[src/rtl/mc_control_fsm_pkg.sv]
// Shared types and encodings for the multi-cycle RV32I control sequencer.
package mc_ctrl_pkg;

   typedef enum logic [3:0] {
      S_FETCH, S_DECODE, S_MEMADR, S_MEMREAD, S_MEMWB, S_MEMWRITE,
      S_EXECR, S_EXECI, S_ALUWB, S_BRANCH, S_JAL, S_LUI, S_HALT
   } state_t;

   localparam logic [6:0] OP_LW  = 7'b0000011;
   localparam logic [6:0] OP_SW  = 7'b0100011;
   localparam logic [6:0] OP_R   = 7'b0110011;
   localparam logic [6:0] OP_I   = 7'b0010011;
   localparam logic [6:0] OP_BR  = 7'b1100011;
   localparam logic [6:0] OP_JAL = 7'b1101111;
   localparam logic [6:0] OP_LUI = 7'b0110111;

   localparam logic [2:0] ALU_ADD   = 3'b000;
   localparam logic [2:0] ALU_SUB   = 3'b001;
   localparam logic [2:0] ALU_XOR   = 3'b010;
   localparam logic [2:0] ALU_AND   = 3'b011;
   localparam logic [2:0] ALU_PASSB = 3'b100;

   localparam logic [1:0] SRCA_PC    = 2'd0;
   localparam logic [1:0] SRCA_OLDPC = 2'd1;
   localparam logic [1:0] SRCA_RS1   = 2'd2;

   localparam logic [1:0] SRCB_RS2  = 2'd0;
   localparam logic [1:0] SRCB_IMM  = 2'd1;
   localparam logic [1:0] SRCB_FOUR = 2'd2;

   localparam logic [1:0] RES_ALUOUT = 2'd0;
   localparam logic [1:0] RES_MEM    = 2'd1;
   localparam logic [1:0] RES_ALU    = 2'd2;

   localparam logic [2:0] IMM_I = 3'd0;
   localparam logic [2:0] IMM_S = 3'd1;
   localparam logic [2:0] IMM_B = 3'd2;
   localparam logic [2:0] IMM_J = 3'd3;
   localparam logic [2:0] IMM_U = 3'd4;

   // Registered (Moore) part of the control word for one state.
   typedef struct packed {
      logic       mem_req;
      logic       mem_we;
      logic       adr_src;
      logic       reg_write;
      logic       pc_write;
      logic [1:0] src_a;
      logic [1:0] src_b;
      logic [1:0] result_src;
      logic [2:0] imm_src;
      logic [2:0] alu_ctrl;
   } ctrl_t;

   // Control word a state presents for its whole duration.
   function automatic ctrl_t state_ctrl(state_t s, logic is_sw, logic [2:0] alu_op);
      ctrl_t c;
      c = '0;
      case (s)
         S_FETCH: begin
            c.mem_req  = 1'b1;
            c.src_a    = SRCA_PC;
            c.src_b    = SRCB_FOUR;
            c.alu_ctrl = ALU_ADD;
         end
         S_DECODE: begin
            c.src_a   = SRCA_OLDPC;
            c.src_b   = SRCB_IMM;
            c.imm_src = IMM_B;
         end
         S_MEMADR: begin
            c.src_a   = SRCA_RS1;
            c.src_b   = SRCB_IMM;
            c.imm_src = is_sw ? IMM_S : IMM_I;
         end
         S_MEMREAD: begin
            c.mem_req = 1'b1;
            c.adr_src = 1'b1;
         end
         S_MEMWB: begin
            c.result_src = RES_MEM;
            c.reg_write  = 1'b1;
         end
         S_MEMWRITE: begin
            c.mem_req = 1'b1;
            c.mem_we  = 1'b1;
            c.adr_src = 1'b1;
         end
         S_EXECR: begin
            c.src_a    = SRCA_RS1;
            c.src_b    = SRCB_RS2;
            c.alu_ctrl = alu_op;
         end
         S_EXECI: begin
            c.src_a    = SRCA_RS1;
            c.src_b    = SRCB_IMM;
            c.imm_src  = IMM_I;
            c.alu_ctrl = alu_op;
         end
         S_ALUWB: begin
            c.result_src = RES_ALUOUT;
            c.reg_write  = 1'b1;
         end
         S_BRANCH: begin
            c.src_a    = SRCA_RS1;
            c.src_b    = SRCB_RS2;
            c.alu_ctrl = ALU_SUB;
         end
         S_JAL: begin
            c.src_a      = SRCA_OLDPC;
            c.src_b      = SRCB_FOUR;
            c.result_src = RES_ALU;
            c.pc_write   = 1'b1;
            c.reg_write  = 1'b1;
         end
         S_LUI: begin
            c.src_b      = SRCB_IMM;
            c.imm_src    = IMM_U;
            c.alu_ctrl   = ALU_PASSB;
            c.result_src = RES_ALU;
            c.reg_write  = 1'b1;
         end
         default: c = '0;
      endcase
      return c;
   endfunction

endpackage

[src/rtl/mc_control_fsm_if.sv]
// Unified instruction/data memory handshake.
interface mc_control_fsm_if;
   logic mem_req;
   logic mem_we;
   logic adr_src;
   logic mem_ready;

   modport master (output mem_req, output mem_we, output adr_src, input mem_ready);
   modport slave  (input mem_req, input mem_we, input adr_src, output mem_ready);
endinterface

[src/rtl/mc_control_fsm_alu_decoder.sv]
// funct3/funct7b5 to ALU operation for register and immediate arithmetic.
module mc_alu_decoder
   import mc_ctrl_pkg::*;
(
   input  logic [2:0] funct3,
   input  logic       funct7b5,
   input  logic       is_r,
   output logic [2:0] alu_ctrl,
   output logic       invalid
);

   // Only add/sub, xor and and exist in this core; everything else is invalid.
   always_comb begin
      alu_ctrl = ALU_ADD;
      invalid  = 1'b0;
      case (funct3)
         3'b000:  alu_ctrl = (is_r && funct7b5) ? ALU_SUB : ALU_ADD;
         3'b100:  alu_ctrl = ALU_XOR;
         3'b111:  alu_ctrl = ALU_AND;
         default: invalid  = 1'b1;
      endcase
   end

endmodule

[src/rtl/mc_control_fsm.sv]
// Multi-cycle control sequencer: one instruction at a time over a shared
// ALU and a single memory port that may insert wait states.
module mc_control_fsm
   import mc_ctrl_pkg::*;
#(
   parameter int MEM_TIMEOUT = 255,
   parameter int CNT_W       = 8
) (
   input  logic               clk,
   input  logic               rst_n,
   input  logic [6:0]         op,
   input  logic [2:0]         funct3,
   input  logic               funct7b5,
   input  logic               zero,
   mc_control_fsm_if.master   mem,
   output logic               ir_write,
   output logic               pc_write,
   output logic               reg_write,
   output logic [1:0]         alu_src_a,
   output logic [1:0]         alu_src_b,
   output logic [1:0]         result_src,
   output logic [2:0]         imm_src,
   output logic [2:0]         alu_ctrl,
   output logic               illegal,
   output logic               bus_err
);

   localparam logic [CNT_W:0] TO_LIM = (CNT_W+1)'(MEM_TIMEOUT);

   state_t           state, state_d;
   ctrl_t            ctrl_q;
   logic [CNT_W-1:0] wait_cnt;
   logic [CNT_W:0]   cnt_inc;
   logic             to_hit;
   logic             set_ill, set_berr;
   logic [2:0]       dec_alu;
   logic             dec_bad;
   logic             br_take, br_bad;

   mc_alu_decoder u_alu_dec (
      .funct3   (funct3),
      .funct7b5 (funct7b5),
      .is_r     (op == OP_R),
      .alu_ctrl (dec_alu),
      .invalid  (dec_bad)
   );

   assign cnt_inc = {1'b0, wait_cnt} + (CNT_W+1)'(1);
   // The cycle that would make the wait count equal MEM_TIMEOUT aborts instead.
   assign to_hit  = (MEM_TIMEOUT != 0) && (cnt_inc == TO_LIM);
   assign br_take = (funct3 == 3'b000) ? zero : (funct3 == 3'b001) ? !zero : 1'b0;
   assign br_bad  = (funct3 != 3'b000) && (funct3 != 3'b001);

   // Next-state decision; mem_ready takes priority over a coincident timeout.
   always_comb begin
      state_d  = state;
      set_ill  = 1'b0;
      set_berr = 1'b0;
      case (state)
         S_FETCH, S_MEMREAD, S_MEMWRITE: begin
            if (mem.mem_ready)
               state_d = (state == S_FETCH)   ? S_DECODE :
                         (state == S_MEMREAD) ? S_MEMWB  : S_FETCH;
            else if (to_hit) begin
               state_d  = S_HALT;
               set_berr = 1'b1;
            end
         end
         S_DECODE: begin
            case (op)
               OP_LW, OP_SW: state_d = S_MEMADR;
               OP_R:         state_d = S_EXECR;
               OP_I:         state_d = S_EXECI;
               OP_BR:        state_d = S_BRANCH;
               OP_JAL:       state_d = S_JAL;
               OP_LUI:       state_d = S_LUI;
               default: begin
                  state_d = S_HALT;
                  set_ill = 1'b1;
               end
            endcase
         end
         S_MEMADR: state_d = (op == OP_SW) ? S_MEMWRITE : S_MEMREAD;
         S_EXECR, S_EXECI: begin
            if (dec_bad) begin
               state_d = S_HALT;
               set_ill = 1'b1;
            end else
               state_d = S_ALUWB;
         end
         S_BRANCH: begin
            if (br_bad) begin
               state_d = S_HALT;
               set_ill = 1'b1;
            end else
               state_d = S_FETCH;
         end
         S_MEMWB, S_ALUWB, S_JAL, S_LUI: state_d = S_FETCH;
         S_HALT:  state_d = S_HALT;
         default: state_d = S_HALT;
      endcase
   end

   // State, registered control word for the upcoming state, wait counter, sticky flags.
   always_ff @(posedge clk or negedge rst_n) begin
      if (!rst_n) begin
         state    <= S_FETCH;
         ctrl_q   <= state_ctrl(S_FETCH, 1'b0, ALU_ADD);
         wait_cnt <= '0;
         illegal  <= 1'b0;
         bus_err  <= 1'b0;
      end else begin
         state   <= state_d;
         ctrl_q  <= state_ctrl(state_d, op == OP_SW, dec_alu);
         illegal <= illegal | set_ill;
         bus_err <= bus_err | set_berr;
         if (state_d != state)
            wait_cnt <= '0;
         else if (ctrl_q.mem_req && !mem.mem_ready)
            wait_cnt <= cnt_inc[CNT_W-1:0];
      end
   end

   // The request is gated by reset so an in-flight wait is abandoned at once.
   assign mem.mem_req = ctrl_q.mem_req & rst_n;
   assign mem.mem_we  = ctrl_q.mem_we;
   assign mem.adr_src = ctrl_q.adr_src;

   // Fetch completion and branch outcome are only known within the cycle itself.
   assign ir_write   = (state == S_FETCH) && mem.mem_ready;
   assign pc_write   = ctrl_q.pc_write | ir_write | ((state == S_BRANCH) && br_take);
   assign reg_write  = ctrl_q.reg_write;
   assign alu_src_a  = ctrl_q.src_a;
   assign alu_src_b  = ctrl_q.src_b;
   assign result_src = ctrl_q.result_src;
   assign alu_ctrl   = ctrl_q.alu_ctrl;
   // jal needs the J immediate for the target computed during DECODE.
   assign imm_src    = ((state == S_DECODE) && (op == OP_JAL)) ? IMM_J : ctrl_q.imm_src;

endmodule

[src/flat_wrapper.sv]
// flat-port wrapper written by rule: the top's interface ports become plain ports
module mc_control_fsm_flat import mc_ctrl_pkg::*;
#(
   parameter int MEM_TIMEOUT = 255,
   parameter int CNT_W       = 8
)
  (clk, rst_n, op, funct3, funct7b5, zero, ir_write, pc_write, reg_write, alu_src_a, alu_src_b, result_src, imm_src, alu_ctrl, illegal, bus_err, mem_mem_req, mem_mem_we, mem_adr_src, mem_mem_ready);
  mc_control_fsm_if mem_i ();
  input  logic clk;
  input  logic rst_n;
  input  logic [6:0] op;
  input  logic [2:0] funct3;
  input  logic funct7b5;
  input  logic zero;
  output logic ir_write;
  output logic pc_write;
  output logic reg_write;
  output logic [1:0] alu_src_a;
  output logic [1:0] alu_src_b;
  output logic [1:0] result_src;
  output logic [2:0] imm_src;
  output logic [2:0] alu_ctrl;
  output logic illegal;
  output logic bus_err;
  output wire logic [$bits(mem_i.mem_req)-1:0] mem_mem_req;
  output wire logic [$bits(mem_i.mem_we)-1:0] mem_mem_we;
  output wire logic [$bits(mem_i.adr_src)-1:0] mem_adr_src;
  input wire logic [$bits(mem_i.mem_ready)-1:0] mem_mem_ready;
  assign mem_mem_req = mem_i.mem_req;
  assign mem_mem_we = mem_i.mem_we;
  assign mem_adr_src = mem_i.adr_src;
  assign mem_i.mem_ready = mem_mem_ready;
  mc_control_fsm #(.MEM_TIMEOUT(MEM_TIMEOUT), .CNT_W(CNT_W)) u_core (.clk(clk), .rst_n(rst_n), .op(op), .funct3(funct3), .funct7b5(funct7b5), .zero(zero), .mem(mem_i), .ir_write(ir_write), .pc_write(pc_write), .reg_write(reg_write), .alu_src_a(alu_src_a), .alu_src_b(alu_src_b), .result_src(result_src), .imm_src(imm_src), .alu_ctrl(alu_ctrl), .illegal(illegal), .bus_err(bus_err));
endmodule
[config.mk]
export PLATFORM = sky130hd
export DESIGN_NAME = mc_control_fsm_flat
export DESIGN_NICKNAME = d
export VERILOG_FILES = /design/src/rtl/mc_control_fsm_pkg.sv /design/src/rtl/mc_control_fsm_if.sv /design/src/rtl/mc_control_fsm_alu_decoder.sv /design/src/rtl/mc_control_fsm.sv /design/src/flat_wrapper.sv
export SDC_FILE = /design/constraint.sdc
export NUM_CORES = 1
export LEC_CHECK = 0
export BUFFER_PORTS_ARGS = -buffer_cell sky130_fd_sc_hd__buf_4
export CAP_MARGIN = 10
export CORE_UTILIZATION = 50
export CTS_BUF_LIST = sky130_fd_sc_hd__clkbuf_2 sky130_fd_sc_hd__clkbuf_4 sky130_fd_sc_hd__clkbuf_8
export CTS_CLUSTER_DIAMETER = 30
export DETAILED_ROUTE_END_ITERATION = 8
export PLACE_DENSITY = 0.71
export SYNTH_ARGS = -nofsm -noshare
export SYNTH_HDL_FRONTEND = slang
export SYNTH_SLANG_ARGS = --single-unit
[constraint.sdc]
create_clock -name clk -period 3.63 [get_ports clk]
set_input_delay 0.726 -clock clk [delete_from_list [all_inputs] [get_ports clk]]
set_output_delay 0.726 -clock clk [all_outputs]
set_load 0.03 [all_outputs]
# Yosys cells after proc, flatten, opt, wreduce, memory -nomap -nowiden
# Cells that the tools add are included.
[word_totals] output_inout_bits=20 regBits=31 word_cells=117 input_bits=15
[op_classes] n_eq_ne=35 muxes=34 n_addsub=1 bitwise=5 reduce_logical=28
[op_table] operator="$pmux 4 s6" count=2
[op_table] operator="$eq 4x3->1 const B" count=8
[op_table] operator="$eq 4x4->1 const B" count=8
[op_table] operator="$eq 7x6->1 const B" count=3
[op_table] operator="$pmux 3 s3" count=2
[op_table] operator="$eq 4x2->1 const B" count=4
[op_table] operator="$mux 4" count=4
[op_table] operator="$mux 8" count=2
[op_table] operator="$reduce_or 4->1" count=4
[op_table] operator="$mux 1" count=15
[op_table] operator="$eq 7x7->1 const B" count=2
[op_table] operator="$reduce_or 2->1" count=7
[op_table] operator="$mux 3" count=4
[op_table] operator="$pmux 2 s2" count=3
[op_table] operator="$add 8x1->9 const B" count=1
[op_table] operator="$eq 9x8->1 const B" count=1
[op_table] operator="$reduce_or 3->1" count=3
[op_table] operator="$eq 4x1->1 const B" count=2
[op_table] operator="$logic_not 4->1" count=2
[op_table] operator="$eq 7x2->1 const B" count=1
[op_table] operator="$eq 7x5->1 const B" count=1
[op_table] operator="$reduce_or 7->1" count=1
[op_table] operator="$eq 3x3->1 const B" count=2
[op_table] operator="$logic_and 1x1->1" count=6
[op_table] operator="11 further kinds" count=15

# Depth between registers and ports, before layout
[depth] word_depth=8 mapped_depth=9 ltp_nobuf=8

# By module
# Synthesis repeated with hierarchy kept, for this count alone.
[hier_totals] hier_cells=211 hier_area_um2=1901.8
[by_module_without_submodules] module="mc_control_fsm" area_per_inst_um2=1844.3 n_inst=1 cells_each=202 seq_area_each_um2=778.2
[by_module_without_submodules] module="mc_alu_decoder" area_per_inst_um2=57.6 n_inst=1 cells_each=9 seq_area_each_um2=0.0

# Worst setup path before layout
# Ideal clock, no wire load.
[synth_path] kind="in2out" start="input port mem_mem_ready" end="output port pc_write" t_arrival_ns=1.924 setup_slack_ns=0.980 path_stages=5 t_required_ns=2.904 path_cell_list="clkbuf_1 > nand2_1 > nor3_1 > nor2_1 > o21ai_0"
[synth_via] elab_chain_len=3
[synth_lines] element="from (decl)" line_no="flat_wrapper.sv:28" text="input wire logic [$bits(mem_i.mem_ready)-1:0] mem_mem_ready;"
[synth_lines] element="$logic_and 1x1->1" line_no="mc_control_fsm.sv:130" text="assign ir_write = (state == S_FETCH) && mem.mem_ready;"
[synth_lines] element="$or 1x1->1 (2 in a row)" line_no="mc_control_fsm.sv:131" text="assign pc_write = ctrl_q.pc_write | ir_write | ((state == S_BRANCH) && br_take);"
[synth_lines] element="to (decl)" line_no="flat_wrapper.sv:16" text="output logic pc_write;"
# Every way passes these cells.

# Worst setup path after layout
[layout_path] start="register u_core.wait_cnt[1]" end="register u_core.wait_cnt[6]"
[layout_via] elab_chain_len=7
[layout_lines] element="from (decl)" line_no="mc_control_fsm.sv:32" text="logic [CNT_W-1:0] wait_cnt;"
[layout_lines] element="from (signal assigned)" line_no="mc_control_fsm.sv:120" text="wait_cnt <= cnt_inc[CNT_W-1:0];"
[layout_lines] element="$add 8x1->9 *" line_no="mc_control_fsm.sv:48" text="assign cnt_inc = {1'b0, wait_cnt} + (CNT_W+1)'(1);"
[layout_lines] element="$eq 9x8->1" line_no="mc_control_fsm.sv:50" text="assign to_hit = (MEM_TIMEOUT != 0) && (cnt_inc == TO_LIM);"
[layout_lines] element="$mux 4" line_no="mc_control_fsm.sv:64" text="else if (to_hit) begin"
[layout_lines] element="$mux 4" line_no="mc_control_fsm.sv:61" text="if (mem.mem_ready)"
[layout_lines] element="$pmux 4 s6" line_no="mc_control_fsm.sv:59" text="case (state)"
[layout_lines] element="$ne 4x4->1" line_no="mc_control_fsm.sv:117" text="if (state_d != state)"
[layout_lines] element="$mux 8 / $reduce_bool 2->1 (equally long branches)"
# Mark *: on every way between the ends. The rest lies on a longest branch, timed or not. The select of a mux whose other input is x is not followed.
# A chain may end at the register's enable or synchronous reset.

==> flow_summary.ini <==
[status]
status = complete, no violations

[placed_design]
place.detailed.hpwl_microns = 3290
io_buffers = 34
place_area_sq_um = 2140
place_congestion = 0.947

[final_layout]
fin_area_sq_um = 2260
syn_to_final_growth_pct = 19.8
fin_nets = 257
regArea_sq_um = 778
nFillCells = 310
layout-drive-gt1-share = 0.241
multi_input_area_sq_um = 986
antenna_cells = 0

[routing]
drt_wl_total_microns = 4610
drt_iter0_markers = 81
first_pass_iters = 5
ant_nets = 0
viasPerCell = 6.06
vias = 1738
drc = 0
wire_per_inst_microns = 16.0

[logic_synthesis]
synth_commonest_cells = 29 x dfrtp_1, 21 x nand2_1, 15 x nor2_1, 9 x buf_4, 9 x nor3_1
ys_seq_elements = 31
synth.avg_cell_area_sq_um = 8.99
yosysTopAreaCell = dfrtp_1
netlist_area_sq_um = 1890
synth_area_leaders = dfrtp_1 38%, nand2_1 4.2%, xnor2_1 3.7%
ys_seq_area_frac = 0.412
ys_warn_count = 0
synth_top_cell_area_share = 0.384
synthArstFlopShare = 1.00
post_synth_num_cell_types = 52
synth_nets = 227
synth_edf_count = 0
synthFlopType = dfrtp_1
yosysMostFrequentCell = dfrtp_1
syn_inst = 210

[pwr]
p_leak_nw = 1.02
irDropWorstVdd_mv = 0.384
p_total_w = 0.000737
powerDensity_nw_per_um2 = 326

[floorplanning]
dieHeight_microns = 63.5
rows = 21
initial_core_util = 0.544
core_area_sq_um = 3470
io_pins = 35
dieArea_sq_um = 4030
die_w_microns = 63.5

[flow_run]
maxCapViolCount = 0

[timing]
clock_skew_ns = 0.00596
tightest_slew_ns = 0.689
hold_violations = 0
period_share = 0.834
rsz0062_at_grt = false
slew_viol_final = 0
fin_crit_ns = 3.03
setup_tns_ns = 0
setup_viol_count_final = 0
slew_headroom = 0.529
max_clock_freq_mhz = 330

[clock_network]
cts_resized = 0
hold_buffers = 0
clk_pin_slew_ns = 0.07
clk_latency_ns = 0.28
cts_buffer_depth = 2
post_cts_buffers = 0
clock_sinks = 31
cts_max_level = 2
cts_tree = yes
root_buffer = clkbuf_8
numCtsBuffers = 5

[setup_path]
rr_worst_depth = 7
critPathLaunchType = flop
critPathKind = reg -> reg
arrival_ns = 3.15
r2r-start = u_core.wait_cnt[1]
crit_start = u_core.wait_cnt[1]
path_max_fanout = 8
crit_path_end_kind = flop
critPathRequiredTime_ns = 3.75

[worst_hold_path]
hold_class = in -> async

[global_routing]
track_usage = 0.246
grt_max_degree = 33
antenna_found_initial = 0
overflow = 0
grt_pass1_vias = 1659
grt_pass1_wl_microns = 7750
[layer usage]
layer | GRT usage | share of wire | vias up
met2 | 0.391 | 0.48 | 66
met4 | 0.0909 | 0.015 | 0
met3 | 0.0562 | 0.074 | 9
met5 | 0 | 0 | -
met1 | 0.326 | 0.43 | 850
li1 | - | - | 813
[placed cells by master, fill, tap and decap left out, drive strengths merged, types with 6 or more instances in the layout]
cell / synthesis / final
inv: 8 / 8
nand2b: 6 / 6
buf: 9 / 39
nand4: 7 / 7
nor3: 9 / 9
nand2: 22 / 22
dfrtp: 29 / 29
nand3: 6 / 6
nor2: 15 / 15
clkbuf: 7 / 6
o21ai: 11 / 11
xnor2: 8 / 8
nor4: 8 / 8
[stage by stage]
stage | std cells | util | setup slack [ns] | hold slack (ns)
2_1_floorplan | 210 | - | 0.980 | 0.430
3_3_place_gp | 279 | 0.618 | 0.794 | 0.447
3_5_place_dp | 279 | 0.618 | 0.551 | 0.461
4_1_cts | 287 | 0.652 | 0.684 | 0.377
5_1_grt | 287 | 0.652 | 0.361 | 0.394
6_report | 287 | 0.652 | 0.603 | 0.365
[final cells by class]
type / count / share of cell area
Clock buffer: 6 / 0.0365
Clock inverter: 2 / 0.0155
Inverter: 8 / 0.0133
Multi-Input combinational cell: 155 / 0.436
Sequential cell: 31 / 0.344
Tap cell: 46 / 0.0254
Timing Repair Buffer: 39 / 0.129
[critical path: stages, from the launching register on]
cell and delay (ns):
dfrtp_1 0.41, ha_1 0.26, nand3_1 0.16, or3_4 0.37, a2111oi_2 0.63, a211oi_2 0.26, xnor2_1 0.62, nor4_1 0.16
[report_power, final]
part	switching [W]	leakage, nW	total (W)	internal (W)
clock network	0.000131	0.0612	0.000353	0.000222
registers	0.0000000237	0.410	0.000346	0.000346
logic	0.0000223	0.549	0.0000383	0.0000160
[registers in the layout, indices dropped and copies added (netlist names)]
| signal | cells |
|---|---|
| u_core.result_src | 2 |
| u_core.alu_ctrl | 3 |
| u_core.illegal | 1 |
| u_core.ctrl_q | 5 |
| u_core.alu_src_b | 2 |
| u_core.wait_cnt | 8 |
| u_core.mem.mem_we | 1 |
| u_core.alu_src_a | 2 |
| u_core.reg_write | 1 |
| u_core.bus_err | 1 |
| u_core.mem.adr_src | 1 |
| u_core.state | 4 |
[kinds of logic after synthesis]
kind of cell | share of synthesized area
fa+ha+maj | 0.0133
flops | 0.412
simple gates | 0.286
compound gates | 0.162
buf+inv | 0.0656
xor+xnor | 0.0603
[final timing paths]
path,slack [ns],end
min reg2reg,0.47,u_core.bus_err
min,0.36,u_core.alu_src_a[0]
max reg2reg,0.60,u_core.wait_cnt[6]
max in group asynchronous,2.95,u_core.ctrl_q[16]
min in group clk,0.47,u_core.bus_err
max,0.60,u_core.wait_cnt[6]
Power figures use the tool's default switching activity.
